[config.mk]
export PLATFORM = sky130hd
export DESIGN_NAME = aes_round_ctrl
export DESIGN_NICKNAME = d
export VERILOG_FILES = /design/src/rtl/aes_round_ctrl.sv
export SDC_FILE = /design/constraint.sdc
export NUM_CORES = 1
export LEC_CHECK = 0
export BUFFER_PORTS_ARGS = -buffer_cell sky130_fd_sc_hd__buf_2
export CAP_MARGIN = 20
export CORE_AREA = 2 2 45 42
export CTS_BUF_LIST = sky130_fd_sc_hd__clkbuf_4
export CTS_CLUSTER_SIZE = 10
export DETAILED_ROUTE_END_ITERATION = 6
export DIE_AREA = 0 0 47 44
export PLACE_DENSITY = 0.74
export REMOVE_ABC_BUFFERS = 1
export SLEW_MARGIN = 20
export SYNTH_ARGS = -nofsm -noshare
export SYNTH_HDL_FRONTEND = slang
export SYNTH_SLANG_ARGS = --single-unit
[constraint.sdc]
create_clock -name clk -period 1.81 [get_ports clk]
set_clock_uncertainty 0.15 [all_clocks]
set_input_delay 0.2715 -clock clk [delete_from_list [all_inputs] [get_ports clk]]
set_output_delay 0.2715 -clock clk [all_outputs]
set_load 0.02 [all_outputs]
[src/rtl/aes_round_ctrl.sv]
// Top-level sequencer for the AES-128 encrypt datapath: key expansion window,
// expansion check with timeout, pre-add-key, cipher rounds and result hand-off.
module aes_round_ctrl #(
   parameter int NUM_ROUNDS  = 10,
   parameter int KEY_TIMEOUT = 16
) (
   input  logic       clk,
   input  logic       n_rst,
   input  logic       key_valid,
   input  logic       data_valid,
   input  logic       key_expand_done,
   input  logic       out_ready,
   output logic       key_ack,
   output logic       data_ack,
   output logic       chg_key,
   output logic [3:0] cur_round,
   output logic       pre_add_en,
   output logic       round_en,
   output logic       last_round,
   output logic       out_valid,
   output logic       key_ok,
   output logic       key_err,
   output logic       busy
);

   typedef enum logic [2:0] {
      IDLE,
      KEY_EXP,
      KEY_CHK,
      PRE_ADD,
      ROUNDS,
      DONE
   } state_t;

   localparam logic [4:0] LAST_RND = 5'(NUM_ROUNDS);
   localparam logic [4:0] LAST_CHK = 5'(KEY_TIMEOUT - 1);

   state_t     state, state_nxt;
   logic [4:0] cnt, cnt_nxt;
   logic       key_ok_nxt, key_err_nxt;

   // One shared counter: expansion cycles, check timeout, then round index.
   always_ff @(posedge clk or negedge n_rst) begin
      if (!n_rst) begin
         state   <= IDLE;
         cnt     <= '0;
         key_ok  <= 1'b0;
         key_err <= 1'b0;
      end else begin
         state   <= state_nxt;
         cnt     <= cnt_nxt;
         key_ok  <= key_ok_nxt;
         key_err <= key_err_nxt;
      end
   end

   always_comb begin
      state_nxt   = state;
      cnt_nxt     = cnt;
      key_ok_nxt  = key_ok;
      key_err_nxt = key_err;
      key_ack     = 1'b0;
      data_ack    = 1'b0;
      unique case (state)
         IDLE: begin
            cnt_nxt = '0;
            if (key_valid) begin
               key_ack     = 1'b1;
               key_ok_nxt  = 1'b0;
               key_err_nxt = 1'b0;
               state_nxt   = KEY_EXP;
            end else if (data_valid && key_ok) begin
               data_ack  = 1'b1;
               state_nxt = PRE_ADD;
            end
         end
         KEY_EXP: begin
            if (cnt == LAST_RND) begin
               cnt_nxt   = '0;
               state_nxt = KEY_CHK;
            end else begin
               cnt_nxt = cnt + 5'd1;
            end
         end
         KEY_CHK: begin
            cnt_nxt = cnt + 5'd1;
            if (key_expand_done) begin
               key_ok_nxt = 1'b1;
               cnt_nxt    = '0;
               state_nxt  = IDLE;
            end else if (cnt == LAST_CHK) begin
               key_err_nxt = 1'b1;
               cnt_nxt     = '0;
               state_nxt   = IDLE;
            end
         end
         PRE_ADD: begin
            cnt_nxt   = 5'd1;
            state_nxt = ROUNDS;
         end
         ROUNDS: begin
            if (cnt == LAST_RND) begin
               cnt_nxt   = '0;
               state_nxt = DONE;
            end else begin
               cnt_nxt = cnt + 5'd1;
            end
         end
         DONE: begin
            if (out_ready) state_nxt = IDLE;
         end
         default: state_nxt = IDLE;
      endcase
   end

   // Datapath controls decode from state only, so they are glitch-free of inputs.
   assign chg_key    = (state == KEY_EXP);
   assign pre_add_en = (state == PRE_ADD);
   assign round_en   = (state == ROUNDS);
   assign cur_round  = (state == ROUNDS) ? cnt[3:0] : 4'd0;
   assign last_round = (state == ROUNDS) && (cnt == LAST_RND);
   assign out_valid  = (state == DONE);
   assign busy       = (state != IDLE);

endmodule

==> summary.md, run 1 <==
| Metric | Value |
|---|---|
| Run status | complete, but fails checks |
| Failing checks | setup timing |
| Actual transition at the worst max-transition pin | 0.387 ns |
| Internal power | around 0.0014 W |
| Warning count from the yosys run | 0 |
| Half-perimeter wire length of the detailed placement result | 1550 microns |
| Leakage power figure | 0.687 nW |
| Path class of the lowest-slack min-delay path | in2reg |
| Post-synthesis sequential area ratio | between 30% and 40% |
| Maximum vdd drop | about 0.0012 V |
| Async SR Flop Fraction | 100% |
| Number of sinks on the clock net | 10 |
| Max cap viols | 0 |
| Unrepaired setup endpoints after global routing | yes |
| Least setup slack across all paths after layout | -0.224 ns |
| Dominant cell type by count on the critical path | buf_6 |
| Final period util | 112% |
| # diodes | 0 |
| Type of destination of the critical path | output pin |
| DRC errors left | 0 |
| Clock tree from TritonCTS | built |
| Register bit total from synthesis | 10 |
| First-pass GRT wire length | between 3000 and 4000 microns |
| Peak fanout along the critical path | 4 |
| Max Fclk | 0.492 GHz |
| Average wire length per cell after detail routing | 18.3 microns |
| Clock power share | 7.1% |
| Maximum single-stage delay on the critical path | 0.42 ns |
| Cell taking the most area after synthesis | dfrtp_1 |
| Max-slew violation total from the final report | 0 |
| # rows | 14 |
| Fin Setup TNS | -1.05 ns |
| Part of the power in combinational logic | 77.9% |
| Average vias per placed instance | 5.67 |
| Routability Congestion | between 0.8 and 0.9 |
| Area delta synth->final | 82.7% |
| Max_slew headroom | around 74% |
| Final setup violation count | 10 |
| Routed wire length on met2 | 1600 microns |
| Commonest non-fill, non-tap cell in the layout | buf_4 |
| Crit path launch type | flop |
| Mean cell area of the mapped netlist | 8.38 sq um |
| CTS H-tree lvls | 1 |
| Final Net Count | roughly 160 |
| Switching Power | 0.00106 W |
| Power density over the cells | 1810 mW/mm^2 |
| Placeable Area | 0.00161 sq mm |
| Gate Count Post-Synth | between 80 and 90 |
| Iteration count of the initial detailed-routing pass | 4 |
| Effective utilization at floorplan | 45.3% |
| Antenna-violating nets left | 0 |
| Switching Fraction | 44.0% |
| Clock transition time at the flip-flop clock pins of the worst setup and hold paths | 0.07 ns |
| # port buffers | 19 |
| Top-area cell type share of the netlist area | 34.3% |
| Horizontal die dimension | 47 microns |
| Arrival time worst endpoint | 1.61 ns |
| Initial detailed-routing violation count | 65 |
| Die Height | 44 microns |
| CP Buf/Inv Count | 3 |
| Number of vias in the routed layout | 970 |
| Cell type of the slowest stage on the worst timing path | dfrtp_1 |
| Routed length on met3 | 314 microns |
| Reg power frac | between 10% and 20% |
| Number of library cell types mapped by synthesis | 28 |
| Critical-path cell list | inv_2 -> ha_2 -> and4bb_2 -> buf_6 -> and3_4 -> buf_6 |
| Antenna violations before repair | 0 |
| Ys flop type | dfrtp_1 |
| Post-synth EDFFs | 0 |
| Final Hold Viols | 0 |
| All-layer global routing usage | 26.5% |
| Commonest cells after routing, fill and taps aside | buf_4 (35), buf_2 (11), buf_6 (11) |
| Uppermost layer routed | met4 |
| Cts bufs inserted | 3 |
| Insertion delay to the later sink of the worst-skew pair | 0.28 ns |
| Layout cells sized above 1 | 57.1% |
| Die Outline Area | around 0.0021 sq mm |
| Synth Cell Area | 729 sq um |
| Detailed Route WL | 3130 microns |
| Hold slack | 0.157 ns |
| Number of global-route vias before repair | 859 |
| Boundary pin count | 20 |
| Minimum period implied by the final worst setup slack | ~2.0 ns |
| Largest cells by area after synthesis | dfrtp_1 (34%), ha_1 (6.9%), nor2_1 (5.7%) |
| CTS root buffer | clkbuf_4 |
| Metal-1 WL | 1070 microns |
| Endpoint required time on the critical path | 1.39 ns |
| Worst setup path category | reg2out |
| Dominant delay contributor by cell family on the critical path | simple AND/OR/NAND/NOR gates |
| CTS Buffer Depth | 2 |
| Pin count of the biggest net entering global routing | 16 |
| Overflow left after global routing | 0 |
-- registers in the layout (all words and copies together), names as in the netlist --
register,count
cnt,5
state,3
key_err,1
key_ok,1
-- worst reg2reg max path: stages, from the launching register on --
cell and delay [ns]:
dfrtp_1 0.40, buf_4 0.16, or4b_4 0.55, o32ai_4 0.17
a311o_4 0.17, mux2_4 0.29
-- cell families (layout without fill, tap and decap cells) --
kind of cell / after synthesis / count (layout) / share of synthesized area [%]
fa+ha+maj: 4 / 4 / 6.86
xor+xnor: 1 / 1 / 1.20
mux: 1 / 1 / 2.06
compound gates: 19 / 19 / 20.1
buf+inv: 12 / 72 / 7.20
simple gates: 40 / 40 / 28.3
flops: 10 / 10 / 34.3
-- cell type report --
cell class	count	area, sq um
sequential	10	251
timing repair buffer	60	492
tap	24	30.0
multi-input combinational	65	503
clock inverter	1	3.75
clock buffer	3	22.5
inverter	8	30.0
fill	88	279
-- Yosys cell counts, types with 3 or more instances --
library cell,number
clkbuf_1,3
o21ai_0,4
o21ai_1,4
a21oi_1,3
nor2_1,11
dfrtp_1,10
and3_1,6
nor3_1,3
inv_1,8
nand2_1,10
ha_1,4
-- layer usage --
metal | vias to the layer above | GRT usage, %
li1 | 430 | -
met1 | 460 | 32.5
met2 | 63 | 44.4
met3 | 17 | 5.42
met4 | 0 | 11.1
met5 | - | 0
-- timing repair --
| action | 4_1_cts | 5_1_grt |
|---|---|---|
| endpoints found under the setup margin | 12 | 15 |
| gates resized for setup | 12 | 30 |
| hold buffers | 1 | 0 |
| endpoints found under the hold margin | 10 | 0 |
| pin swaps | 2 | 6 |
| cloned | 0 | 1 |
| buffers inserted | 11 | 9 |
-- worst paths after layout --
| kind | slack [ns] | to | depth (start not counted) | from |
|---|---|---|---|---|
| max | -0.22 | last_round | 6 | cnt[0]$_DFFE_PN0P_ |
| min | 0.16 | key_ok$_DFFE_PN0P_ | 3 | key_expand_done |
| max reg2reg | -0.20 | state[0]$_DFFE_PN0P_ | 5 | state[2]$_DFFE_PN0P_ |
| min reg2reg | 0.42 | key_ok$_DFFE_PN0P_ | 2 | key_ok$_DFFE_PN0P_ |
| max in group asynchronous | 1.06 | state[1]$_DFFE_PN0P_ | 2 | n_rst |
| min in group asynchronous | 0.24 | key_err$_DFFE_PN0P_ | 2 | n_rst |
-- per-stage QoR --
step                      power, W  utilization [%]  instance area (sq um)  setup slack [ns]  cells
after global routing       0.00250             82.7                   1330            -0.282    171
after detailed placement   0.00152             60.5                    975            -0.174    145
after floorplan            0.00102                -                    707            -0.195     83
final                      0.00241             82.7                   1330            -0.224    171
after global placement     0.00148             60.5                    975            -0.131    145
after CTS                  0.00189             70.0                   1130            -0.193    161
-- power by group through the flow --
stage / registers (W) / clock network [W] / logic [W]
floorplan: 0.000435 / 0 / 0.000585
global placement: 0.000359 / 0 / 0.00112
detailed placement: 0.000372 / 0 / 0.00115
CTS: 0.000350 / 0.000172 / 0.00136
global route: 0.000367 / 0.000186 / 0.00194
finish: 0.000363 / 0.000171 / 0.00188
(Power assumes the default switching activity.)
==> run 2: changes to the inputs <==
CORE_AREA = 2 2 46 44   (was 2 2 45 42)
CTS_BUF_LIST = unset   (was sky130_fd_sc_hd__clkbuf_4)
DIE_AREA = 0 0 48 46   (was 0 0 47 44)
PLACE_DENSITY = 0.7   (was 0.74)
==> run 2 against run 1 <==
The run still ends with setup timing left; core utilization shrank 11 points; critical path depth is the same; clock-buffer cell count is the same; worst hold slack gained 0.0033 ns; largest cell class unchanged; largest power group unchanged.
==> summary.md, run 2 (synthesized netlist as in run 1, its figures left out) <==
| Metric | Value |
|---|---|
| Run status | complete, but fails checks |
| Failing checks | setup timing |
| Half-perimeter wire length of the detailed placement result | 1500 microns (-3.1%) |
| Overflow left after global routing | 0 (unchanged) |
| Peak fanout along the critical path | 3 (-1) |
| CP Buf/Inv Count | 3 (unchanged) |
| Average wire length per cell after detail routing | 15.7 microns (-14%) |
| # rows | 15 (+1) |
| Final Net Count | 150 (-5.1%) |
| Horizontal die dimension | 48 microns (+2.1%) |
| Cts bufs inserted | 3 (unchanged) |
| Startpoint of the worst register-to-register path | cnt[0]$_DFFE_PN0P_ |
| Least setup slack across all paths after layout | -0.168 ns (+0.0559 ns) |
| Boundary pin count | 20 (unchanged) |
| Power density over the cells | 1710 mW/mm^2 (-5.3%) |
| All-layer global routing usage | 22.4% (-4.1 points) |
| Top Registers | cnt: 5 flops, state: 3 flops |
| Type of destination of the critical path | output pin |
| DRC errors left | 0 (unchanged) |
| Dominant delay contributor by cell family on the critical path | simple AND/OR/NAND/NOR gates |
| Uppermost layer routed | met4 |
| Final period util | 109% (-3.1 points) |
| Clock tree from TritonCTS | built |
| Leakage power figure | 0.635 nW (-7.6%) |
| Register with the most flip-flops | cnt |
| Detailed Route WL | 2550 microns (-18%) |
| Antenna violations before repair | 0 (unchanged) |
| Unrepaired setup endpoints after global routing | yes |
| Routability Congestion | 0.889 (+7.2%) |
| Max-slew violation total from the final report | 0 (unchanged) |
| # port buffers | 19 (unchanged) |
| Final total power | 0.00218 W (-9.5%) |
| Worst Reg-to-Reg Cells | 8 (+3) |
| Area delta synth->final | 74.6% |
| CTS Buffer Depth | 2 (unchanged) |
| Max cap viols | 0 (unchanged) |
| Hold Path Origin | key_expand_done |
| Average vias per placed instance | 5.33 (-6.0%) |
| Final setup violation count | 7 (-3) |
| Routed length on met3 | 82 microns (-74%) |
| Worst setup path category | reg2out |
| Number of sinks on the clock net | 10 (unchanged) |
| Commonest cells after routing, fill and taps aside | buf_4 (31), nand2_1 (10), nor2_1 (10), buf_2 (10), buf_6 (9) |
| Pin count of the biggest net entering global routing | 16 (unchanged) |
| Endpoint required time on the critical path | 1.39 ns (about the same) |
| Cell type of the slowest stage on the worst timing path | dfrtp_2 |
| Max Fclk | 0.506 GHz (+2.8%) |
| Path class of the lowest-slack min-delay path | in2reg |
| Number of flip-flops in the largest register | 5 (unchanged) |
| Start point of the critical path | cnt[0]$_DFFE_PN0P_ |
| Metal-1 WL | 1160 microns (+8.9%) |
| Dominant cell type by count on the critical path | buf_6 |
| Crit path launch type | flop |
| Cell depth of the worst setup path | 6 (unchanged) |
| Placeable Area | 0.00178 sq mm (+11%) |
| Iteration count of the initial detailed-routing pass | 5 (+1) |
| Number of vias in the routed layout | 869 (-10%) |
| # diodes | 0 (unchanged) |
| Die Height | 46 microns (+4.5%) |
| Final Hold Viols | 0 (unchanged) |
| Insertion delay to the later sink of the worst-skew pair | 0.27 ns (about the same) |
| Die Outline Area | 0.00221 sq mm (+6.8%) |
| Critical-path cell list | inv_2 -> ha_4 -> and4bb_2 -> buf_6 -> and3_4 -> buf_6 |
| Antenna-violating nets left | 0 (unchanged) |
| Number of global-route vias before repair | 775 (-9.8%) |
| Initial detailed-routing violation count | 23 (-65%) |
| Actual transition at the worst max-transition pin | 0.378 ns (-0.00913 ns) |
| Routed wire length on met2 | 1230 microns (-23%) |
| Min-Delay Path Depth | 3 (unchanged) |
| Pre-CTS setup slack | -0.210 ns (-0.0359 ns) |
| Layout cells sized above 1 | 55.8% (-1.3 points) |
| First-pass GRT wire length | 3370 microns (-11%) |
| Clock transition time at the flip-flop clock pins of the worst setup and hold paths | 0.07 ns (about the same) |
| Effective utilization at floorplan | 40.9% (-4.4 points) |
| Maximum single-stage delay on the critical path | 0.42 ns (about the same) |
| Arrival time worst endpoint | 1.56 ns (-0.05 ns) |
| Minimum period implied by the final worst setup slack | 1.98 ns (-0.0559 ns) |
| CTS H-tree lvls | 1 (unchanged) |
| Maximum vdd drop | 0.000895 V (-26%) |
| Commonest non-fill, non-tap cell in the layout | buf_4 |
| Max_slew headroom | 74.6% (+0.70 points) |
| CTS root buffer | clkbuf_4 |
==> run 2: cell count changes in the layout (fill, tap and decap cells not counted), moves of 2 or more <==
cell / delta
buf_4: -4
and3_1: -3
and3_4: +3
buf_6: -2
ha_2: -2
ha_4: +2
==> run 2: repair_timing <==
action | CTS | global route
hold buffers | 1 | 0
gates resized for setup | 24 | 17
endpoints found under the setup margin | 12 | 14
buffers inserted | 6 | 7
pin swaps | 7 | 3
hold endpoints to repair | 10 | 0
==> run 2: stage by stage <==
step           setup TNS [ns]  hold slack (ns)  instances  instance area (sq um)  util, %
3_5_place_dp           -0.502         -0.00195        146                    988     55.4
5_1_grt                 -1.01            0.181        163                   1270     71.4
6_report               -0.404            0.161        163                   1270     71.4
3_3_place_gp           -0.331         -0.00473        146                    988     55.4
4_1_cts                -0.387            0.163        156                   1160     64.8
2_1_floorplan          -0.372           -0.174         83                    707        -
==> run 2: where the power goes <==
group | switching [W] | internal [W]
sequential | 0.0000862 | 0.000298
combinational | 0.000794 | 0.000851
clock | 0.0000784 | 0.0000769
==> run 2: final timing paths <==
path	endpoint	slack, ns
min	key_ok$_DFFE_PN0P_	0.16
max reg2reg	state[0]$_DFFE_PN0P_	-0.13
max in group asynchronous	cnt[1]$_DFFE_PN0P_	1.05
min in group asynchronous	cnt[0]$_DFFE_PN0P_	0.25
max	last_round	-0.17
min reg2reg	cnt[4]$_DFFE_PN0P_	0.42
==> run 2: layout make-up <==
type,count,area [sq um]
flip-flops and latches,10,253
well taps,25,31.3
clock buffers,3,22.5
fillers,104,509
multi-input cells,65,523
inverters,8,30.0
repair buffers,52,414
==> run 2: per-layer routing <==
| layer | vias up | global-route usage [%] |
|---|---|---|
| li1 | 411 | - |
| met1 | 411 | 28.0 |
| met2 | 36 | 36.0 |
| met3 | 11 | 3.97 |
| met4 | 0 | 11.9 |
| met5 | - | 0 |
==> run 2: tightest hold or removal path, cell delays in order <==
cell     delay (ns)
buf_2          0.10
a21oi_1        0.06
nor2_1         0.10
